### src/rtl/jtpopeye_dma_if.sv
// jtpopeye_dma_if: bus bundle between the sprite DMA engine and the rest of the system.
// master: DMA side (busrq_n, dma_cs, AD_DMA, obj_addr/obj_data/obj_we, dma_done, dma_timeout).
// slave: system side (VB, busak_n, DD_DMA from main RAM).
interface jtpopeye_dma_if;
  logic       VB;           // vertical blank, rising edge starts a transfer
  logic       busrq_n;      // Z80 bus request, active low
  logic       busak_n;      // Z80 bus acknowledge, active low
  logic       dma_cs;       // main RAM serves DMA reads while high
  logic [9:0] AD_DMA;       // main RAM read address
  logic [7:0] DD_DMA;       // main RAM read data, valid 2 clk after AD_DMA
  logic [9:0] obj_addr;     // object buffer write address
  logic [7:0] obj_data;     // object buffer write data
  logic       obj_we;       // object buffer write strobe
  logic       dma_done;     // one-clk pulse at transfer completion
  logic       dma_timeout;  // one-clk pulse when the grant never came

  modport master (
    input  VB, busak_n, DD_DMA,
    output busrq_n, dma_cs, AD_DMA, obj_addr, obj_data, obj_we, dma_done, dma_timeout
  );

  modport slave (
    output VB, busak_n, DD_DMA,
    input  busrq_n, dma_cs, AD_DMA, obj_addr, obj_data, obj_we, dma_done, dma_timeout
  );
endinterface

### src/rtl/jtpopeye_dma.sv
// jtpopeye_dma: on each VB rising edge borrows the Z80 bus and copies LEN bytes of main RAM
// into the object buffer. Latency: busrq_n falls 1 clk after the VB edge is seen; each byte is
// written 2 clk after its address is issued; XFER lasts LEN+2 clk, then dma_done pulses.
// Backpressure: none inside a transfer; busak_n rising mid-transfer aborts without dma_done.
// Ports: clk, rst_n (asynchronous, active low), bus (jtpopeye_dma_if.master).
// Option: define JTPOPEYE_DMA_TIMEOUT_EN to give up on a grant after TIMEOUT clk
// (dma_timeout pulses); otherwise the request waits forever and dma_timeout is tied to 0.
module jtpopeye_dma #(
  parameter int LEN     = 1024,  // bytes per transfer, 1..1024
  parameter int TIMEOUT = 255    // grant wait limit in clk, only with JTPOPEYE_DMA_TIMEOUT_EN
) (
  input  logic           clk,
  input  logic           rst_n,
  jtpopeye_dma_if.master bus
);

  typedef enum logic [1:0] {
    S_IDLE,
    S_REQ,
    S_XFER,
    S_DONE
  } state_t;

  // Counters are 11 bits so that LEN=1024 (and LEN+1 cycle index) never wraps.
  localparam logic [10:0] LAST_ISSUE = 11'(LEN - 1);
  localparam logic [10:0] LAST_CYCLE = 11'(LEN + 1);

  // Legal range marker: an out-of-range configuration shows up as this scope.
  if ((LEN < 1) || (LEN > 1024) || (TIMEOUT < 1)) begin : g_param_out_of_range
  end

  state_t      state;
  logic        vb_q;       // VB registered on the previous clk
  logic        edge_en;    // low for the first clk after reset so a VB already high is not an edge
  logic [10:0] rd_addr;    // issued read address
  logic [10:0] xfer_cnt;   // clk index inside XFER, 0..LEN+1
  logic [9:0]  wr_addr;
  logic        busrq_r;
  logic        cs_r;
  logic        we_r;
  logic        done_r;
  logic        vb_rise;

`ifdef JTPOPEYE_DMA_TIMEOUT_EN
  localparam logic [15:0] TO_LAST = 16'(TIMEOUT - 1);
  logic [15:0] to_cnt;
  logic        to_r;
`endif

  assign vb_rise = bus.VB & ~vb_q & edge_en;

  always_ff @(posedge clk or negedge rst_n) begin
    if (!rst_n) begin
      state    <= S_IDLE;
      vb_q     <= 1'b0;
      edge_en  <= 1'b0;
      rd_addr  <= '0;
      xfer_cnt <= '0;
      wr_addr  <= '0;
      busrq_r  <= 1'b1;
      cs_r     <= 1'b0;
      we_r     <= 1'b0;
      done_r   <= 1'b0;
`ifdef JTPOPEYE_DMA_TIMEOUT_EN
      to_cnt   <= '0;
      to_r     <= 1'b0;
`endif
    end else begin
      vb_q    <= bus.VB;
      edge_en <= 1'b1;
      done_r  <= 1'b0;
`ifdef JTPOPEYE_DMA_TIMEOUT_EN
      to_r    <= 1'b0;
`endif
      case (state)
        S_IDLE: begin
          if (vb_rise) begin
            state   <= S_REQ;
            busrq_r <= 1'b0;
`ifdef JTPOPEYE_DMA_TIMEOUT_EN
            to_cnt  <= '0;
`endif
          end
        end

        S_REQ: begin
          if (!bus.busak_n) begin
            state    <= S_XFER;
            rd_addr  <= '0;
            xfer_cnt <= '0;
            cs_r     <= 1'b1;
          end
`ifdef JTPOPEYE_DMA_TIMEOUT_EN
          else if (to_cnt == TO_LAST) begin
            state   <= S_IDLE;
            busrq_r <= 1'b1;
            to_r    <= 1'b1;
          end else begin
            to_cnt <= to_cnt + 16'd1;
          end
`endif
        end

        S_XFER: begin
          if (bus.busak_n) begin
            // Bus taken back by the CPU: drop everything, no completion pulse.
            state   <= S_IDLE;
            busrq_r <= 1'b1;
            cs_r    <= 1'b0;
            we_r    <= 1'b0;
          end else if (xfer_cnt == LAST_CYCLE) begin
            state   <= S_DONE;
            busrq_r <= 1'b1;
            cs_r    <= 1'b0;
            we_r    <= 1'b0;
            done_r  <= 1'b1;
          end else begin
            xfer_cnt <= xfer_cnt + 11'd1;
            if (rd_addr < LAST_ISSUE) begin
              rd_addr <= rd_addr + 11'd1;
            end
            // Cycle k writes the byte issued at cycle k-2; the write for the next
            // cycle (xfer_cnt+1) therefore targets address xfer_cnt-1.
            if (xfer_cnt != 11'd0) begin
              we_r    <= 1'b1;
              wr_addr <= 10'(xfer_cnt - 11'd1);
            end
          end
        end

        S_DONE: begin
          state <= S_IDLE;
        end

        default: begin
          state   <= S_IDLE;
          busrq_r <= 1'b1;
          cs_r    <= 1'b0;
          we_r    <= 1'b0;
        end
      endcase
    end
  end

  assign bus.busrq_n  = busrq_r;
  assign bus.dma_cs   = cs_r;
  assign bus.AD_DMA   = rd_addr[9:0];
  assign bus.obj_addr = wr_addr;
  // RAM data arrives exactly in the write cycle, so it passes straight through.
  assign bus.obj_data = we_r ? bus.DD_DMA : 8'h00;
  assign bus.obj_we   = we_r;
  assign bus.dma_done = done_r;

`ifdef JTPOPEYE_DMA_TIMEOUT_EN
  assign bus.dma_timeout = to_r;
`else
  assign bus.dma_timeout = 1'b0;
`endif

endmodule

### src/flat_wrapper.sv
// flat-port wrapper written by rule: the top's interface ports become plain ports
module jtpopeye_dma_flat 
#(
  parameter int LEN     = 1024,                                
  parameter int TIMEOUT = 255                                                                 
)
  (clk, rst_n, bus_VB, bus_busak_n, bus_DD_DMA, bus_busrq_n, bus_dma_cs, bus_AD_DMA, bus_obj_addr, bus_obj_data, bus_obj_we, bus_dma_done, bus_dma_timeout);
  jtpopeye_dma_if bus_i ();
  input  logic clk;
  input  logic rst_n;
  input wire logic [$bits(bus_i.VB)-1:0] bus_VB;
  input wire logic [$bits(bus_i.busak_n)-1:0] bus_busak_n;
  input wire logic [$bits(bus_i.DD_DMA)-1:0] bus_DD_DMA;
  output wire logic [$bits(bus_i.busrq_n)-1:0] bus_busrq_n;
  output wire logic [$bits(bus_i.dma_cs)-1:0] bus_dma_cs;
  output wire logic [$bits(bus_i.AD_DMA)-1:0] bus_AD_DMA;
  output wire logic [$bits(bus_i.obj_addr)-1:0] bus_obj_addr;
  output wire logic [$bits(bus_i.obj_data)-1:0] bus_obj_data;
  output wire logic [$bits(bus_i.obj_we)-1:0] bus_obj_we;
  output wire logic [$bits(bus_i.dma_done)-1:0] bus_dma_done;
  output wire logic [$bits(bus_i.dma_timeout)-1:0] bus_dma_timeout;
  assign bus_i.VB = bus_VB;
  assign bus_i.busak_n = bus_busak_n;
  assign bus_i.DD_DMA = bus_DD_DMA;
  assign bus_busrq_n = bus_i.busrq_n;
  assign bus_dma_cs = bus_i.dma_cs;
  assign bus_AD_DMA = bus_i.AD_DMA;
  assign bus_obj_addr = bus_i.obj_addr;
  assign bus_obj_data = bus_i.obj_data;
  assign bus_obj_we = bus_i.obj_we;
  assign bus_dma_done = bus_i.dma_done;
  assign bus_dma_timeout = bus_i.dma_timeout;
  jtpopeye_dma #(.LEN(LEN), .TIMEOUT(TIMEOUT)) u_core (.clk(clk), .rst_n(rst_n), .bus(bus_i));
endmodule
### config.mk
export PLATFORM = sky130hd
export DESIGN_NAME = jtpopeye_dma_flat
export DESIGN_NICKNAME = d
export VERILOG_FILES = /design/src/rtl/jtpopeye_dma_if.sv /design/src/rtl/jtpopeye_dma.sv /design/src/flat_wrapper.sv
export SDC_FILE = /design/constraint.sdc
export NUM_CORES = 1
export LEC_CHECK = 0
export ABC_CLOCK_PERIOD_IN_PS = 2300
export CORE_AREA = 2 2 82 84
export DETAILED_ROUTE_END_ITERATION = 8
export DIE_AREA = 0 0 84 86
export PLACE_DENSITY = 0.59
export SLEW_MARGIN = 25
export SYNTH_ARGS = -nofsm -noshare
export SYNTH_HDL_FRONTEND = slang
export SYNTH_SLANG_ARGS = --single-unit
### constraint.sdc
create_clock -name clk -period 2.3 [get_ports clk]
set_input_delay 0.345 -clock clk [delete_from_list [all_inputs] [get_ports clk]]
set_output_delay 0.345 -clock clk [all_outputs]
set_load 0.02 [all_outputs]
Yosys cells after proc, flatten, opt, wreduce, memory -nomap -nowiden

Index checks and enable logic that the tools add are counted.
W data, S select, Z words.

Word-level logic and storage cells: 69
Output and inout bits: 33
Memories: 0
Bits in read-only memories: 0
Latch bits: 0
Bits in registers: 40
RAM bits: 0

Add/subtract/negate cells: 3
Order comparisons: 1
Shift-type cells: 0
Mux-type cells: 28
Bitwise operators: 5
Reductions and logical operators: 12
Equal/unequal tests: 10
Multiply operators: 0
Divide/modulo/power cells: 0

Operators with widths:

| operator                | count |
|---|---|
| $mux W11                | 6 |
| $pmux W11 S2            | 2 |
| $add A11 B1 Y11 const B | 2 |
| $mux W1                 | 12 |
| $eq A11 B11 Y1 const B  | 1 |
| $lt A11 B10 Y1 const B  | 1 |
| $reduce_bool A11 Y1     | 1 |
| $sub A10 B1 Y10 const B | 1 |
| $reduce_and A3 Y1       | 3 |
| $mux W2                 | 4 |
| $mux W8                 | 1 |
| $pmux W2 S4             | 1 |
| $reduce_and A4 Y1       | 2 |
| $ne A2 B2 Y1 const B    | 3 |
| $reduce_and A5 Y1       | 1 |
| $eq A2 B2 Y1 const B    | 2 |
| $ne A2 B1 Y1 const B    | 2 |
| $pmux W1 S2             | 2 |
| $reduce_bool A2 Y1      | 2 |
| $ne A3 B2 Y1 const B    | 1 |
| $not A1 Y1              | 3 |
| $reduce_bool A3 Y1      | 1 |
| $and A1 B1 Y1           | 2 |
| $eq A2 B1 Y1 const B    | 1 |
| 2 further kinds         | 2 |

Longest topological paths before layout

Gate-level depths: netlist of the first run.

Depth in word-level cells: 5
Depth in mapped cells: 7

Worst setup path before layout of the first run

OpenSTA, ideal clock, no wires.

Path type: register to register
Start point: reg u_core.xfer_cnt[7]
End point: reg u_core.rd_addr[4]
Slack: 364 ps
Stages on the path, launching flop included: 8
Data required time: 2176 ps
Data arrival time: 1812 ps
Cells stage by stage: dfrtp_1 > buf_6 > or4_4 > buf_6 > o31ai_4 > buf_6 > nor4b_1 > a211o_1

Longest elaborated chain between the ends: 3

Ends and longest elaborated chain:

| item                               | RTL line            | text |
|---|---|---|
| start, declared                    | jtpopeye_dma.sv:36  | `logic [10:0] xfer_cnt;` |
| start signal, assigned             | jtpopeye_dma.sv:118 | `xfer_cnt <= xfer_cnt + 11'd1;` |
| $eq A11 B11 Y1                     | jtpopeye_dma.sv:111 | `end else if (xfer_cnt == LAST_CYCLE) begin` |
| $ne A2 B2 Y1 (no source line)      | --                  |  |
| $reduce_and A5 Y1 (no source line) | --                  |  |
| end signal, assigned               | jtpopeye_dma.sv:120 | `rd_addr <= rd_addr + 11'd1;` |
| end, declared                      | jtpopeye_dma.sv:35  | `logic [10:0] rd_addr;` |

Every way passes these cells.
A chain may end at the register's enable or synchronous reset.

Worst setup path after layout of the first run

Start point: reg u_core.xfer_cnt[3]
End point: reg u_core.rd_addr[4]

The elaborated chain is that of the path after synthesis.

==> results, run 1 <==
- The run finished with clean final reports.
- The average wire per cell in the routed design is 15.44 um.
- The number of buffers and inverters on the critical path is 0.
- The path class of the tightest hold or removal check is primary input to asynchronous set/reset pin.
- The floorplan has 29 rows.
- Setup violations remaining at the end of the flow were counted as 0.
- Data on the critical path arrives at its endpoint at 2.25 ns.
- The count of input and output buffers is 43.
- The synthesized netlist cell count is 272.
- The die is 84 um wide.
- The setup total negative slack is 0 ns.
- The H-tree was split into 2 levels.
- The number of failing hold endpoints at the final stage was 0.
- In this run the critical register-to-register path is captured at u_core.rd_addr[4].
- During synthesis, Yosys emitted a total of 0 warnings.
- The flop and latch count out of synthesis is 40.
- The leakage power is 1.235 nW.
- The worst clock skew is 0.006493 ns.
- The aggregate global routing overflow is 0.
- The worst register-to-register path has a depth of 4.
- The commonest non-fill, non-tap cell in the layout is sky130_fd_sc_hd__clkdlybuf4s50_1.
- Clock-pin slew was measured on the worst setup and hold paths at 0.08 ns.
- At the later pin of the worst-skew pair, clock insertion delay measures 0.29 ns.
- The ratio of total power to cell area is 991.7 nW/um^2.
- The required arrival time at the worst endpoint is 2.48 ns.
- The top cell family by delay on the critical path is compound AO/OA/AOI/OAI gates.
- The footprint of the flip-flops and latches is 1002 sq um.
- Setup repair after global routing left no endpoint under its margin.
- The total half-perimeter wirelength after legalization and detailed placement is 4360 um.
- The final critical-path required period is 2.077 ns.
- For this run, the post-layout net count is 327.
- Dividing the final minimum period by the clock period gives 0.9031.
- The critical path ends at u_core.rd_addr[4].
- In the layout the commonest cells are 42 x sky130_fd_sc_hd__clkdlybuf4s50_1, 39 x sky130_fd_sc_hd__dfrtp_1, 25 x sky130_fd_sc_hd__nor2_1.
- In this run, synthesis inferred 0 flip-flops with an integrated enable.
- Counting along the longest clock path gives a buffer depth of 2.
- The highest net fanout along the worst path is 12.
- In the routed layout, each cell is associated on average with a via count of 5.678.
- The utilization after layout is 0.4850.
- The critical path crosses 4 cells after its start point.
- The pre-antenna-repair detailed-routing pass consisted of 4 iterations.
- The most frequently used flop master after synthesis is sky130_fd_sc_hd__dfrtp_1.
- The routability-driven placement congestion ratio is 0.8179.
- The overall die area is 7224 sq um.
- STA classifies the critical path startpoint as a register.
- Counting every sink on the clock net gives 40.
- The relative max-transition margin is 0.5039.
- The pin slew with the least headroom to its limit is 0.7364 ns.
- The startpoint of the most critical setup path is u_core.xfer_cnt[3].
- For this block, the routed nets add up to 5989 um of wire.
- The initial utilization of the core area, before any placement, comes to 0.3976.
- On the worst path, the slowest cell contributes a delay of 0.68 ns.
- For this block, the initial DRC count from the detailed router was 122.
- The fraction of the yosys area taken by sequential cells is 0.4015.
- The slack of the worst reg-to-reg path is 0.22 ns.
- Based on the critical path, the design can be clocked at up to 481.4 MHz.
- The initial antenna violation count is 0.
- Across the run, the number of max-cap violations was 0.
- The total nets after synthesis is 289.
- In this run, post-CTS repair resized a total of 0 instances.
- The clock root buffer is sky130_fd_sc_hd__clkbuf_8.
- The number of global-route vias before repair is 2041.
- The worst setup path is of the register to register kind.
- The total core area is 6277 sq um.
- The die boundary height is 86 um.
- The count of nets left with antenna violations once routing finished came out at 0.
- The area of the multi-input gates is 1262 sq um.
- The share of synthesized flip-flops with an asynchronous set or reset is 1.000.
- The number of slew-limit violations in the final report came to 0.
- The slowest stage of the critical path belongs to the cell sky130_fd_sc_hd__or4_1.
- STA classifies the critical path endpoint as a register.
- Clock tree synthesis inserted a total of 5 buffers.
- Fill cells in the final layout number 607.
- Of the cells placed in the final design, the portion with a size suffix greater than 1 is 0.1158.
- The number of unique standard cell types used by synthesis is 55.
- The average cell area after synthesis is 9.177 sq um.
- The I/O pin count is 45.
- In the global route stage, overall resource usage came out at 0.1745.
- Entering global routing, the biggest net connects 27 pins.
- The number of antenna diodes in the final layout is 0.
- The worst register-to-register path begins at u_core.xfer_cnt[3].
- The first global-routing pass estimated 10180 um of wire.
- The cell area that synthesis handed to floorplanning was 2496 sq um.
- The total number of vias is 2203.
- After detailed routing, the number of remaining DRC violations is 0.
- The worst IR drop on VDD is 0.4087 mV.
- The CTS tree is done.
- The area growth from synthesis to layout is 21.95%.
- Walking the worst path, the cells encountered are or4_1 -> o31ai_4 -> nor4b_1 -> a211o_1.
through the flow:
| step | setup slack [ns] | hold slack [ns] | instance area, sq um | total power, mW | cells |
|---|---|---|---|---|---|
| global placement | 0.2774 | 0.2852 | 2944 | 2.542 | 379 |
| global route | 0.1147 | 0.5257 | 3044 | 3.233 | 388 |
| detailed placement | 0.2349 | 0.2884 | 2944 | 2.555 | 379 |
| CTS | 0.2208 | 0.4978 | 3044 | 3.048 | 388 |
| floorplan | 0.3642 | 0.04941 | 2496 | 2.040 | 272 |
| finish | 0.2228 | 0.4944 | 3044 | 3.019 | 388 |
cells in the mapped netlist (all sizes together), types with 3 or more instances:
| cell type | count | area share |
|---|---|---|
| a211o | 3 | 0.011 |
| a21oi | 17 | 0.034 |
| a31oi | 6 | 0.021 |
| and2 | 9 | 0.023 |
| and3 | 5 | 0.013 |
| buf | 21 | 0.067 |
| clkbuf | 9 | 0.014 |
| dfrtp | 39 | 0.39 |
| ha | 5 | 0.025 |
| inv | 8 | 0.012 |
| nand2 | 18 | 0.027 |
| nand3 | 12 | 0.024 |
| nor2 | 25 | 0.038 |
| nor3 | 7 | 0.014 |
| nor4 | 4 | 0.010 |
| nor4b | 3 | 0.011 |
| o211ai | 3 | 0.0090 |
| o21ai | 9 | 0.018 |
| o22ai | 4 | 0.010 |
| o311ai | 4 | 0.014 |
| o31a | 4 | 0.015 |
| o31ai | 6 | 0.024 |
| or3 | 8 | 0.021 |
| or4 | 6 | 0.020 |
| xnor2 | 5 | 0.018 |
| xor2 | 6 | 0.021 |
repair_timing:
action | 4_1_cts | 5_1_grt
hold buffers | 1 | 0
buffers inserted | 0 | 0
hold endpoints to repair | 13 | 0
worst register-to-register path, stage by stage (launching register included):
cell	delay [ns]
sky130_fd_sc_hd__dfrtp_1	0.38
sky130_fd_sc_hd__or4_1	0.68
sky130_fd_sc_hd__o31ai_4	0.51
sky130_fd_sc_hd__nor4b_1	0.11
sky130_fd_sc_hd__a211o_1	0.29
per-layer routing:
metal  vias up  track usage  routed length [um]
met3         9      0.03561                 351
met2        72       0.2749                2662
met5         -            0                   0
met1      1065       0.2446                2904
li1       1057            -                   -
met4         0      0.04985                  70
final cells by class:
| class | instances | area share |
|---|---|---|
| clock buffer | 8 | 0.02959 |
| inverter | 8 | 0.009864 |
| multi-input combinational | 194 | 0.4147 |
| sequential | 40 | 0.3292 |
| tap | 77 | 0.03165 |
| timing repair buffer | 61 | 0.1850 |
worst min-delay path by stage:
stage	from	endpoint	slack [ns]
global placement	rst_n	u_core.edge_en	0.29
CTS	rst_n	u_core.edge_en	0.50
finish	rst_n	u_core.edge_en	0.49
floorplan	rst_n	u_core.bus.dma_cs	0.05
detailed placement	rst_n	u_core.edge_en	0.29
global route	u_core.bus.busrq_n	u_core.bus.busrq_n	0.53
where the power goes:
part	total (mW)	internal, mW	switching (mW)	leakage, nW
sequential	1.11	0.905	0.209	0.501
combinational	1.43	0.670	0.757	0.688
clock	0.478	0.245	0.234	0.0455
state kept, by name (all words and copies together), names as in the netlist:
register             count
u_core.bus.dma_cs        1
u_core.bus.obj_addr     10
u_core.edge_en           1
u_core.bus.busrq_n       1
u_core.vb_q              1
u_core.xfer_cnt         11
u_core.bus.dma_done      1
u_core.rd_addr          11
u_core.bus.obj_we        1
u_core.state             2
kinds of logic (layout without fill, tap and decap cells):
group	count (synthesis)	in the layout	synth area share
other	2	2	0.003009
muxes	3	3	0.01303
buffers and inverters	38	77	0.09273
and+or+nand+nor	109	109	0.2346
adders and majority gates	5	5	0.02506
xor gates and xnor gates	11	11	0.03860
DFF	40	40	0.4015
AOI/OAI and AO/OA	64	64	0.1915
No activity file was read; power rests on OpenSTA's default activity.
==> run 2: changes to the inputs <==
--- a/config.mk
+++ b/config.mk
@@ -5,7 +5,7 @@
 export SDC_FILE = /design/constraint.sdc
 export NUM_CORES = 1
 export LEC_CHECK = 0
-export ABC_CLOCK_PERIOD_IN_PS = 2300
+export ABC_CLOCK_PERIOD_IN_PS = 2100
 export CORE_AREA = 2 2 82 84
 export DETAILED_ROUTE_END_ITERATION = 8
 export DIE_AREA = 0 0 84 86
@@ -14,3 +14,4 @@
 export SYNTH_ARGS = -nofsm -noshare
 export SYNTH_HDL_FRONTEND = slang
 export SYNTH_SLANG_ARGS = --single-unit
+export TNS_END_PERCENT = 1
==> constraint.sdc (replaced) <==
create_clock -name clk -period 2.1 [get_ports clk]
set_input_delay 0.315 -clock clk [delete_from_list [all_inputs] [get_ports clk]]
set_output_delay 0.315 -clock clk [all_outputs]
set_load 0.02 [all_outputs]
==> results, run 2 (synthesis results as in run 1) <==
- The count of input and output buffers is 43 (unchanged).
- The total DRC errors in the routed layout is 0 (unchanged).
- The maximum buffer depth of the clock tree is 2 (unchanged).
- The number of search-and-repair iterations in the first detailed-routing pass is 4 (unchanged).
- The final critical-path required period is 1.972 ns (was 2.077 ns).
- The number of placed instances with taps included is 392 (was 379).
- The number of nets at the end of the flow is 340 (was 327).
- The arrival time reported for the critical path endpoint is 2.16 ns (was 2.25 ns).
- The clock-pin slew reported for the worst setup and hold paths after clock tree synthesis is 0.09 ns (was 0.08 ns).
- The starting density of the core is 0.3976 (unchanged).
- The fraction of final layout cells with drive strength greater than 1 came to 0.1636 (was 0.1158).
- The setup total negative slack was 0 ns (unchanged).
- The count of hold-fix buffers inserted at cts came to 0 (was 1).
- The total power of the final layout came to 3.547 mW (was 3.019 mW).
- CP cell instances: or4_1 -> o31ai_4 -> buf_4 -> nor4b_1 -> a211o_1 (was or4_1 -> o31ai_4 -> nor4b_1 -> a211o_1).
- The kind of start point of the critical path is a register (unchanged).
- The highest net fanout along the worst path is 10 (was 12).
- The total setup violations reported at the end of the flow was 0 (unchanged).
- The pin slew with the least headroom to its limit is 0.7413 ns (was 0.7364 ns).
- The total wire length is 6020 um (was 5989 um).
- The total half-perimeter wirelength after legalization and detailed placement is 4419 um (was 4360 um).
- The number of slew-limit violations in the final report came to 0 (unchanged).
- The leakage power came to 1.316 nW (was 1.235 nW).
- The routability-driven placement congestion ratio came to 0.8531 (was 0.8179).
- The clock latency of the later-clocked register in the worst-skew pair came to 0.30 ns (was 0.29 ns).
- The non-filler instance count after layout is 401 (was 388).
- The hold slack is 0.06275 ns (was 0.4944 ns).
- The timing-limited maximum frequency is 507.1 MHz (was 481.4 MHz).
- The critical path endpoint category is a register (unchanged).
- The depth of the CTS H-tree is 2 (unchanged).
- The number of global-route vias before repair is 2100 (was 2041).
- The part of the total power dissipated in sequential elements is 0.329 (was 0.369).
- The number of inserted diodes is 0 (unchanged).
- The overall fraction of global-route tracks in use is 0.1760 (was 0.1745).
- The via count normalized by instance count was 5.566 (was 5.678).
- The number of routed nets with antenna violations is 0 (unchanged).
- The internal portion of total power is 2.165 mW (was 1.820 mW).
- The switching share of power is 0.3898 (was 0.3972).
- The capture instance of the worst register-to-register path is u_core.rd_addr[2] (was u_core.rd_addr[4]).
- The required arrival time at the worst endpoint is 2.29 ns (was 2.48 ns).
- The worst IR drop on VDD is 0.5425 mV (was 0.4087 mV).
- The clock root buffer was sky130_fd_sc_hd__clkbuf_8 (unchanged).
- The global-route wire length before repair is 10270 um (was 10180 um).
- The number of DRC markers after the initial detailed-route iteration is 149 (was 122).
- The slack of the worst reg-to-reg path is 0.13 ns (was 0.22 ns).
- The post-route fraction of the period consumed by the critical path is 0.9391 (was 0.9031).
- The logic gate share of total power is 0.485 (was 0.473).
- The aggregate global routing overflow was 0 (unchanged).
- Top library cells by usage in the layout, fill and taps aside: 42 x sky130_fd_sc_hd__clkdlybuf4s50_1, 39 x sky130_fd_sc_hd__dfrtp_1, 31 x sky130_fd_sc_hd__buf_4 (was 42 x sky130_fd_sc_hd__clkdlybuf4s50_1, 39 x sky130_fd_sc_hd__dfrtp_1, 25 x sky130_fd_sc_hd__nor2_1).
- The type of the setup path with the least slack is register to register (unchanged).
- The count of max-cap constraint violations was 0 (unchanged).
- The horizontal extent of the die came to 84 um (unchanged).
- The total clock buffers created by CTS was 5 (unchanged).
- Run status: finished clean (unchanged).
- The worst clock skew is 0.01132 ns (was 0.006493 ns).
- The number of failing hold endpoints at the final stage came to 0 (unchanged).
- The average wire per cell in the routed design is 15.01 um (was 15.44 um).
- The ratio of total power to cell area is 1118 nW/um^2 (was 991.7 nW/um^2).
- The path category of the worst min-delay check is primary input to asynchronous set/reset pin (unchanged).
- The number of sinks handled by clock tree synthesis was 40 (unchanged).
- The relative max-transition margin is 0.5005 (was 0.5039).
- The pin count of the biggest net entering global routing is 41 (was 27).
- The total core area was 6277 sq um (unchanged).
- The CTS tree is done (unchanged).
- The relative contribution of the clock network to total power is 0.186 (was 0.158).
- The cell row count is 29 (unchanged).
- The cell with the largest stage delay on the worst path is sky130_fd_sc_hd__or4_1 (unchanged).
- The commonest non-fill, non-tap cell in the layout is sky130_fd_sc_hd__clkdlybuf4s50_1 (unchanged).
- The worst stage delay on the critical path is 0.69 ns (was 0.68 ns).
- The initial antenna violation count came to 0 (unchanged).
- The number of cell instances on the worst register-to-register path came to 5 (was 4).
- The total number of vias is 2232 (was 2203).
- The I/O pin count is 45 (unchanged).
- The reg-to-reg startpoint is u_core.xfer_cnt[3] (unchanged).
- The die boundary height is 86 um (unchanged).
- RSZ-0062 raised after global routing: no (unchanged).
- The overall die area came to 7224 sq um (unchanged).
- The area added between synthesis and finish is 27.12% (was 21.95%).
- The net switching power is 1.383 mW (was 1.199 mW).
-- run 2: cell count changes in the layout (fill, tap and decap cells not counted) --
cell,previous run,this run
sky130_fd_sc_hd__o311ai_2,0,1
sky130_fd_sc_hd__o311ai_1,1,0
sky130_fd_sc_hd__clkbuf_1,2,0
sky130_fd_sc_hd__bufinv_16,0,1
sky130_fd_sc_hd__clkinv_4,0,2
sky130_fd_sc_hd__dlygate4sd3_1,1,0
sky130_fd_sc_hd__clkbuf_8,6,5
sky130_fd_sc_hd__buf_4,17,31
-- run 2: through the flow --
step                instance area [sq um]  setup WS [ns]    util
global route                         3173        0.03129  0.5055
detailed placement                   3042         0.1260  0.4846
global placement                     3042         0.1463  0.4846
finish                               3173         0.1279  0.5055
CTS                                  3158         0.1194  0.5031
floorplan                            2496         0.1642       -
-- run 2: power by group through the flow --
stage	logic (mW)	registers, mW	clock network, mW
floorplan	0.920	1.31	0
global placement	1.70	1.18	0
detailed placement	1.72	1.19	0
CTS	1.73	1.17	0.687
global route	1.86	1.21	0.718
finish	1.72	1.17	0.661
-- run 2: per-layer routing --
layer  routed length (um)  vias to the layer above  global-route usage
li1                     -                     1074                   -
met1                 2992                     1081              0.2417
met2                 2588                       71              0.2836
met3                  375                        6             0.03946
met4                   63                        0             0.04399
met5                    0                        -                   0
-- run 2: critical path: cells and delay by family (launching register included) --
kind / cells / cell delay [ns]
simple gates: 2 / 0.75
compound gates: 2 / 0.54
buf+inv: 1 / 0.19
flops: 1 / 0.38
-- run 2: repair_timing --
action | CTS | global route
resized for setup | 0 | 1
buffers inserted | 0 | 1
setup endpoints to repair | 0 | 3
-- run 2: how the worst max path moves through the flow --
stage	from	endpoint	slack, ns	cells after the start
finish	u_core.xfer_cnt[3]	u_core.rd_addr[2]	0.13	5
global route	u_core.xfer_cnt[3]	u_core.rd_addr[2]	0.03	5
CTS	u_core.xfer_cnt[3]	u_core.rd_addr[2]	0.12	4
detailed placement	u_core.xfer_cnt[3]	u_core.rd_addr[8]	0.13	4
global placement	bus_busak_n	u_core.bus.obj_addr[1]	0.15	5
floorplan	u_core.xfer_cnt[7]	u_core.rd_addr[4]	0.16	7
-- run 2: area by class of cell --
| class | instances | area, sq um |
|---|---|---|
| clock buffers | 5 | 68.82 |
| clock inverters | 3 | 47.55 |
| fillers | 600 | 3104 |
| inverters | 8 | 30.03 |
| multi-input cells | 194 | 1270 |
| flip-flops and latches | 40 | 1002 |
| well taps | 77 | 96.34 |
| repair buffers | 74 | 658.1 |
==> run 3: changes to the inputs <==
--- a/config.mk
+++ b/config.mk
@@ -10,7 +10,6 @@
 export DETAILED_ROUTE_END_ITERATION = 8
 export DIE_AREA = 0 0 84 86
 export PLACE_DENSITY = 0.59
-export SLEW_MARGIN = 25
 export SYNTH_ARGS = -nofsm -noshare
 export SYNTH_HDL_FRONTEND = slang
 export SYNTH_SLANG_ARGS = --single-unit
==> results of run 3 <==
The final DEF is identical to that of run 2; final timing and power are the same.
